===== src/rtl/envelope_gen_if.sv =====
// Voice envelope bus: note gate and ADSR shape settings in, stepped level and phase out.
// No handshake: settings are sampled every clock, and level/state/active are valid every cycle.
interface envelope_gen_if;
    logic       gate;
    logic [3:0] attack_rate;
    logic [3:0] decay_rate;
    logic [3:0] sustain_level;
    logic [3:0] release_rate;
    logic [3:0] level;
    logic [2:0] state;
    logic       active;

    modport master (
        output gate, attack_rate, decay_rate, sustain_level, release_rate,
        input  level, state, active
    );

    modport slave (
        input  gate, attack_rate, decay_rate, sustain_level, release_rate,
        output level, state, active
    );
endinterface


===== src/rtl/envelope_gen.sv =====
// Per-voice ADSR envelope: a gate plus four 4-bit shape settings become a registered 0..15 level.
// Level steps are paced by a free-running prescaler tick divided by a per-phase rate counter.
module envelope_gen #(
    parameter int PRESCALE_W = 8
) (
    input  logic          clk,
    input  logic          rst_n,
    envelope_gen_if.slave env
);

    typedef enum logic [2:0] {
        IDLE    = 3'd0,
        ATTACK  = 3'd1,
        DECAY   = 3'd2,
        SUSTAIN = 3'd3,
        RELEASE = 3'd4
    } state_t;

    state_t                state_q, state_d;
    logic [3:0]            level_q, level_d;
    logic [3:0]            rate_cnt_q;
    logic [3:0]            rate_sel;
    logic [PRESCALE_W-1:0] presc_q;
    logic                  gate_q;
    logic                  tick;
    logic                  step;
    logic                  rise;

    assign tick = &presc_q;
    assign rise = env.gate && !gate_q;
    assign step = tick && (rate_cnt_q == rate_sel);

    always_comb begin
        rate_sel = 4'd0;
        case (state_q)
            ATTACK:  rate_sel = env.attack_rate;
            DECAY:   rate_sel = env.decay_rate;
            RELEASE: rate_sel = env.release_rate;
            default: rate_sel = 4'd0;
        endcase
    end

    // Retrigger and gate-off keep the current level so the envelope never jumps.
    always_comb begin
        state_d = state_q;
        level_d = level_q;
        if (rise) begin
            state_d = ATTACK;
        end else if (!env.gate &&
                     (state_q == ATTACK || state_q == DECAY || state_q == SUSTAIN)) begin
            state_d = RELEASE;
        end else begin
            case (state_q)
                IDLE: level_d = 4'd0;
                ATTACK: begin
                    if (level_q == 4'd15) state_d = DECAY;
                    else if (step)        level_d = level_q + 4'd1;
                end
                DECAY: begin
                    if (level_q <= env.sustain_level) state_d = SUSTAIN;
                    else if (step)                    level_d = level_q - 4'd1;
                end
                SUSTAIN: level_d = env.sustain_level;
                RELEASE: begin
                    if (level_q == 4'd0) state_d = IDLE;
                    else if (step)       level_d = level_q - 4'd1;
                end
                default: begin
                    state_d = IDLE;
                    level_d = 4'd0;
                end
            endcase
        end
    end

    // The prescaler is never cleared by gate; only the rate counter restarts on a phase change.
    always_ff @(posedge clk or negedge rst_n) begin
        if (!rst_n) begin
            presc_q    <= '0;
            rate_cnt_q <= 4'd0;
            gate_q     <= 1'b0;
            state_q    <= IDLE;
            level_q    <= 4'd0;
        end else begin
            presc_q <= presc_q + 1'b1;
            gate_q  <= env.gate;
            state_q <= state_d;
            level_q <= level_d;
            if (state_d != state_q)
                rate_cnt_q <= 4'd0;
            else if (step)
                rate_cnt_q <= 4'd0;
            else if (tick)
                rate_cnt_q <= rate_cnt_q + 4'd1;
        end
    end

    assign env.level  = level_q;
    assign env.state  = state_q;
    assign env.active = (state_q != IDLE);

endmodule


===== src/flat_wrapper.sv =====
// flat-port wrapper written by rule: the top's interface ports become plain ports
module envelope_gen_flat 
#(
    parameter int PRESCALE_W = 8
)
  (clk, rst_n, env_gate, env_attack_rate, env_decay_rate, env_sustain_level, env_release_rate, env_level, env_state, env_active);
  envelope_gen_if env_i ();
  input  logic clk;
  input  logic rst_n;
  input wire logic [$bits(env_i.gate)-1:0] env_gate;
  input wire logic [$bits(env_i.attack_rate)-1:0] env_attack_rate;
  input wire logic [$bits(env_i.decay_rate)-1:0] env_decay_rate;
  input wire logic [$bits(env_i.sustain_level)-1:0] env_sustain_level;
  input wire logic [$bits(env_i.release_rate)-1:0] env_release_rate;
  output wire logic [$bits(env_i.level)-1:0] env_level;
  output wire logic [$bits(env_i.state)-1:0] env_state;
  output wire logic [$bits(env_i.active)-1:0] env_active;
  assign env_i.gate = env_gate;
  assign env_i.attack_rate = env_attack_rate;
  assign env_i.decay_rate = env_decay_rate;
  assign env_i.sustain_level = env_sustain_level;
  assign env_i.release_rate = env_release_rate;
  assign env_level = env_i.level;
  assign env_state = env_i.state;
  assign env_active = env_i.active;
  envelope_gen #(.PRESCALE_W(PRESCALE_W)) u_core (.clk(clk), .rst_n(rst_n), .env(env_i));
endmodule

===== config.mk =====
export PLATFORM = sky130hd
export DESIGN_NAME = envelope_gen_flat
export DESIGN_NICKNAME = d
export VERILOG_FILES = /design/src/rtl/envelope_gen_if.sv /design/src/rtl/envelope_gen.sv /design/src/flat_wrapper.sv
export SDC_FILE = /design/constraint.sdc
export NUM_CORES = 1
export LEC_CHECK = 0
export CAP_MARGIN = 20
export CORE_UTILIZATION = 45
export CTS_BUF_LIST = sky130_fd_sc_hd__clkbuf_8
export DETAILED_ROUTE_END_ITERATION = 10
export PLACE_DENSITY = 0.76
export SLEW_MARGIN = 20
export SYNTH_ARGS = -nofsm -noshare
export SYNTH_HDL_FRONTEND = slang
export SYNTH_SLANG_ARGS = --single-unit

===== constraint.sdc =====
create_clock -name clk -period 3 [get_ports clk]
set_clock_uncertainty 0.2 [all_clocks]
set_input_delay 0.45 -clock clk [delete_from_list [all_inputs] [get_ports clk]]
set_output_delay 0.45 -clock clk [all_outputs]
set_load 0.05 [all_outputs]

Yosys cells after proc, flatten, opt, wreduce, memory -nomap -nowiden
Cells that the tools add are included.
{"block": "totals", "elab_cells": 53, "reg_bits": 20, "out_inout_bits": 8, "input_bits": 19}
{"block": "classes", "mux": 16, "n_eq_ne": 11, "n_addsub": 4, "reduce_logical": 14, "bitwise": 2, "n_lt_le_gt_ge": 1}
{"op": "2-to-1 mux 4 bit", "count": 8}
{"op": "case mux 4 bit (4 select lines)", "count": 1}
{"op": "2-to-1 mux 3 bit", "count": 5}
{"op": "case mux 3 bit (4 select lines)", "count": 1}
{"op": "case mux 4 bit (3 select lines)", "count": 1}
{"op": "adder 4 x 1 -> 4 bit, second input constant", "count": 2}
{"op": "adder 8 x 1 -> 8 bit, second input constant", "count": 1}
{"op": "AND reduction 8 bit", "count": 1}
{"op": "== test 3 x 2 -> 1 bit, second input constant", "count": 2}
{"op": "inequality test 2 bit, second input constant", "count": 3}
{"op": "AND reduction 6 bit", "count": 1}
{"op": "nonzero test 3 bit", "count": 2}
{"op": "== test 4 bit", "count": 1}
{"op": "== test 4 bit, second input constant", "count": 1}
{"op": "<= comparator 4 bit", "count": 1}
{"op": "zero test 4 bit", "count": 1}
{"op": "subtractor 4 x 1 -> 4 bit, second input constant", "count": 1}
{"op": "== test 3 x 1 -> 1 bit, second input constant", "count": 1}
{"op": "== test 3 bit, second input constant", "count": 1}
{"op": "logical AND 1 bit", "count": 3}
{"op": "zero test 3 bit", "count": 1}
{"op": "inequality test 3 bit", "count": 1}
{"op": "zero test 1 bit", "count": 2}
{"op": "logical OR 1 bit", "count": 2}
{"op": "3 further kinds", "count": 4}

Longest topological paths before layout
{"block": "depth", "ltp_word": 8, "ltp_mapped": 10, "mapped_depth_nobuf": 9}

Worst setup path before layout
No wires, ideal clock.
{"block": "synth_path", "path_kind": "register -> register", "start": "reg u_core.state_q[1], in the netlist u_core.env.state[1]", "end": "reg u_core.level_q[3], in the netlist u_core.env.level[3]", "setup_time_ps": 125, "arrival_time_ps": 2659, "synth_period_minus_slack_ps": 2984, "path_stages_with_launch": 11, "t_required_ps": 2675, "path_slack_ps": 16, "path_cell_list": "dfrtp_1 > clkbuf_1 > xnor2_1 > nor2_1 > ha_1 > a21o_1 > a21oi_1 > a21oi_1 > a311oi_1 > o311ai_0 > mux2_4"}
{"block": "synth_between", "elab_chain_len": 7, "elab_cells_between_ends": 20, "classes_between": "eq/ne: 9; mux: 5; bitwise: 1; reduce/logical: 5"}
{"element": "from (decl)", "line": "envelope_gen.sv:19", "source": "state_t state_q, state_d;"}
{"element": "from (signal assigned)", "line": "envelope_gen.sv:87", "source": "state_q <= state_d;"}
{"element": "== test 3 bit (tied with other cells)", "line": "envelope_gen.sv:35, envelope_gen.sv:53"}
{"element": "case mux 4 bit (3 select lines)", "line": "envelope_gen.sv:35", "source": "case (state_q)"}
{"element": "== test 4 bit", "line": "envelope_gen.sv:31", "source": "assign step = tick && (rate_cnt_q == rate_sel);"}
{"element": "logical AND 1 bit", "line": "envelope_gen.sv:31"}
{"element": "2-to-1 mux 4 bit"}
{"element": "2-to-1 mux 4 bit (on tied branches)"}
{"element": "case mux 4 bit (4 select lines)", "line": "envelope_gen.sv:53", "source": "case (state_q)"}
{"element": "to (signal assigned)", "line": "envelope_gen.sv:88", "source": "level_q <= level_d;"}
{"element": "to (decl)", "line": "envelope_gen.sv:20", "source": "logic [3:0] level_q, level_d;"}
Parallel ways exist; a longest one is shown, timed or not. The select of a mux whose other input is x is not followed.
A chain may end at the register's enable or synchronous reset.

Final worst setup path
Ends and elaborated chain as after synthesis.

==> results.txt <==
Cell mode on critical path = a21oi_1
Critical path class = reg2reg
Initial antenna violation count = 0
Routed len/inst = 14.4 um
Most frequent cells in the layout = 26 x clkdlybuf4s50_1, 19 x dfrtp_1, 12 x nor2_1, 12 x nand2_1, 10 x a21oi_1
Commonest non-fill, non-tap cell in the layout = clkdlybuf4s50_1
Iteration-0 DRC Markers = 170
Ratio of cells with drive above 1 in the final layout = 11.9%
Die area = 3620 sq um
CP max FO = 11
Via count = 1340
WL met2 = 1.70 mm
TritonCTS clock tree = yes
WL final = 3.42 mm
Max H-tree Level = 1
Syn_area_per_cell = 9.33 sq um
Vias in the first global route = 1311
CTS clk-pin slew, worst paths = 70 ps
Post-synth ARST share = 100%
Number of remaining DRC errors = 0
Tot GR Track Use = 21.4%
Mapped Area = 1520 sq um
Chip width = 60.1 um
Worst Setup Start Kind = flip-flop
Clock buffer count from CTS = 3
Clk sinks = 20
Yosys Warn Count = 0
RSZ-0062 raised after global routing = no
Max clock buf depth = 2
# diodes = 0
Crit path DAT = 2670 ps
Max VDD drop = 0.322 mV
Cell row count = 20
Met1 WL = 1.53 mm
Slowest cell on crit path = dfrtp_1
Vias/cell = 5.63
Area occupied by multi-input gates = 948 sq um
Worst EP required = 2940 ps
Worst-path cell chain = xnor2_1 > nor2_1 > ha_1 > a21o_1 > a21oi_1 > a21oi_1 > a311oi_1 > o311ai_0 > mux2_4
Antenna Nets Post-Route = 0
Min Hold Slack = 292 ps
Clock root buffer = clkbuf_8
CP max stage delay = 510 ps
FF+latch count, synth = 20
Port buffer count = 26
Number of synthesized flops with an enable pin = 0
Cts hold-fix bufs = 0
RePlAce Congestion = 0.876
Setup-failing EPs final = 0
IO Pins = 27
Clock period minus worst slack = 2730 ps
Final hold violations = 0
FF+latch area = 502 sq um
Max-Slew Margin vs Limit = 41.3%
Lkg Pwr = 0.803 nW
Highest routed layer = met4
Die Height = 60.1 um
Crit. End Element = flip-flop
Area grow syn2layout = 26.4%
Power per cell area = 616 nW/um^2
Sequential share of the synthesized area = 32.9%
Post-synth top flop = dfrtp_1
Status = completed
Fillers = 277
WL met3 = 157 um
Starting Density = 48.6%
Worst hold path type = reg2reg
Maximum clock rate = 0.367 GHz
Netlist cell types = 47
Drt pass-1 iters = 4
Slew @ Worst Pin = 878 ps
Slew Viols, Final = 0
First-pass GRT wire length = 5.81 mm
Clk_lat worst skew = 260 ps
Core area = 3130 sq um
Syn Nets = 191
Dpl hpwl = 2.62 mm
Tcrit/Tclk final = 90.9%
Max-Cap Viols = 0
Setup TNS = 0 ps
NumNets Final = 223
Gate count of the mapped netlist = 163
Total congestion overflow = 0
Largest net degree at the start of global routing = 21
[layer usage]
metal  track usage, %  vias to the layer above
li1                 -                      653
met1             27.5                      635
met2             36.3                       45
met3             4.33                        7
met4             5.98                        0
met5                0                        -
[cells in the mapped netlist (5+ instances only)]
library cell | instances | area share [%]
dfrtp_1 | 20 | 33
nand2_1 | 12 | 3.0
nor2_1 | 12 | 3.0
a21oi_1 | 10 | 3.3
inv_1 | 9 | 2.2
xnor2_1 | 9 | 5.2
ha_1 | 8 | 6.6
nand3_1 | 8 | 2.6
o21ai_0 | 8 | 2.6
nand4_1 | 5 | 2.1
nor2b_1 | 5 | 2.1
[flip-flops by register name, summed over array words and instances (netlist names)]
name / cells
u_core.rate_cnt_q: 4
u_core.env.state: 3
u_core.presc_q: 8
u_core.gate_q: 1
u_core.env.level: 4
[worst max-delay path: cells and delay by family, from the launching register on]
| kind | cells | cell delay [ps] |
|---|---|---|
| mux | 1 | 300 |
| flops | 1 | 510 |
| simple gates | 1 | 150 |
| xor+xnor | 1 | 190 |
| fa+ha+maj | 1 | 260 |
| compound gates | 5 | 1000 |
[power breakdown]
group / switching (mW) / total (mW) / internal [mW]
clock: 0.0908 / 0.269 / 0.178
combinational: 0.305 / 0.550 / 0.245
sequential: 0.0702 / 0.366 / 0.296
total: 0.466 / 1.19 / 0.719
[cells by family (layout without fill, tap and decap cells)]
group / count (synthesis) / count (layout) / synth area share, %
and+or+nand+nor: 65 / 65 / 24.4
AOI/OAI and AO/OA: 36 / 36 / 17.9
DFF: 20 / 20 / 32.9
buffers and inverters: 15 / 46 / 4.77
xor gates and xnor gates: 13 / 13 / 7.48
adders and majority gates: 9 / 9 / 7.90
muxes: 5 / 5 / 4.61
[worst paths after layout]
path / start / slack (ps) / endpoint / depth (start not counted)
setup / recovery: u_core.env.state[1] / 270 / u_core.env.level[3] / 9
hold / removal: u_core.presc_q[4] / 290 / u_core.presc_q[4] / 1
setup reg to reg: u_core.env.state[1] / 270 / u_core.env.level[3] / 9
min in group asynchronous: rst_n / 480 / u_core.presc_q[3] / 1
hold reg to reg: u_core.presc_q[4] / 290 / u_core.presc_q[4] / 1
max in group asynchronous: rst_n / 1510 / u_core.env.state[2] / 1
[timing repair]
action | 4_1_cts | 5_1_grt
resized for setup | 0 | 1
endpoints found under the setup margin | 0 | 1
setup buffers | 0 | 0
[per-stage QoR]
step	utilization, %	instance area, sq um	worst slack [ps]	power [mW]	instances
2_1_floorplan	-	1520	16.4	0.743	163
3_3_place_gp	59.2	1850	234	0.900	234
3_5_place_dp	59.2	1850	186	0.919	234
4_1_cts	61.4	1920	175	1.19	238
5_1_grt	61.5	1920	31.8	1.26	238
6_report	61.5	1920	272	1.19	238
[layout make-up]
cell class,count,share of cell area (%)
clock buffer,3,2.15
clock inverter,1,1.56
inverter,9,1.76
multi-input combinational,128,49.3
sequential,20,26.1
tap,44,2.86
timing repair buffer,33,16.3
(Power assumes the default switching activity.)
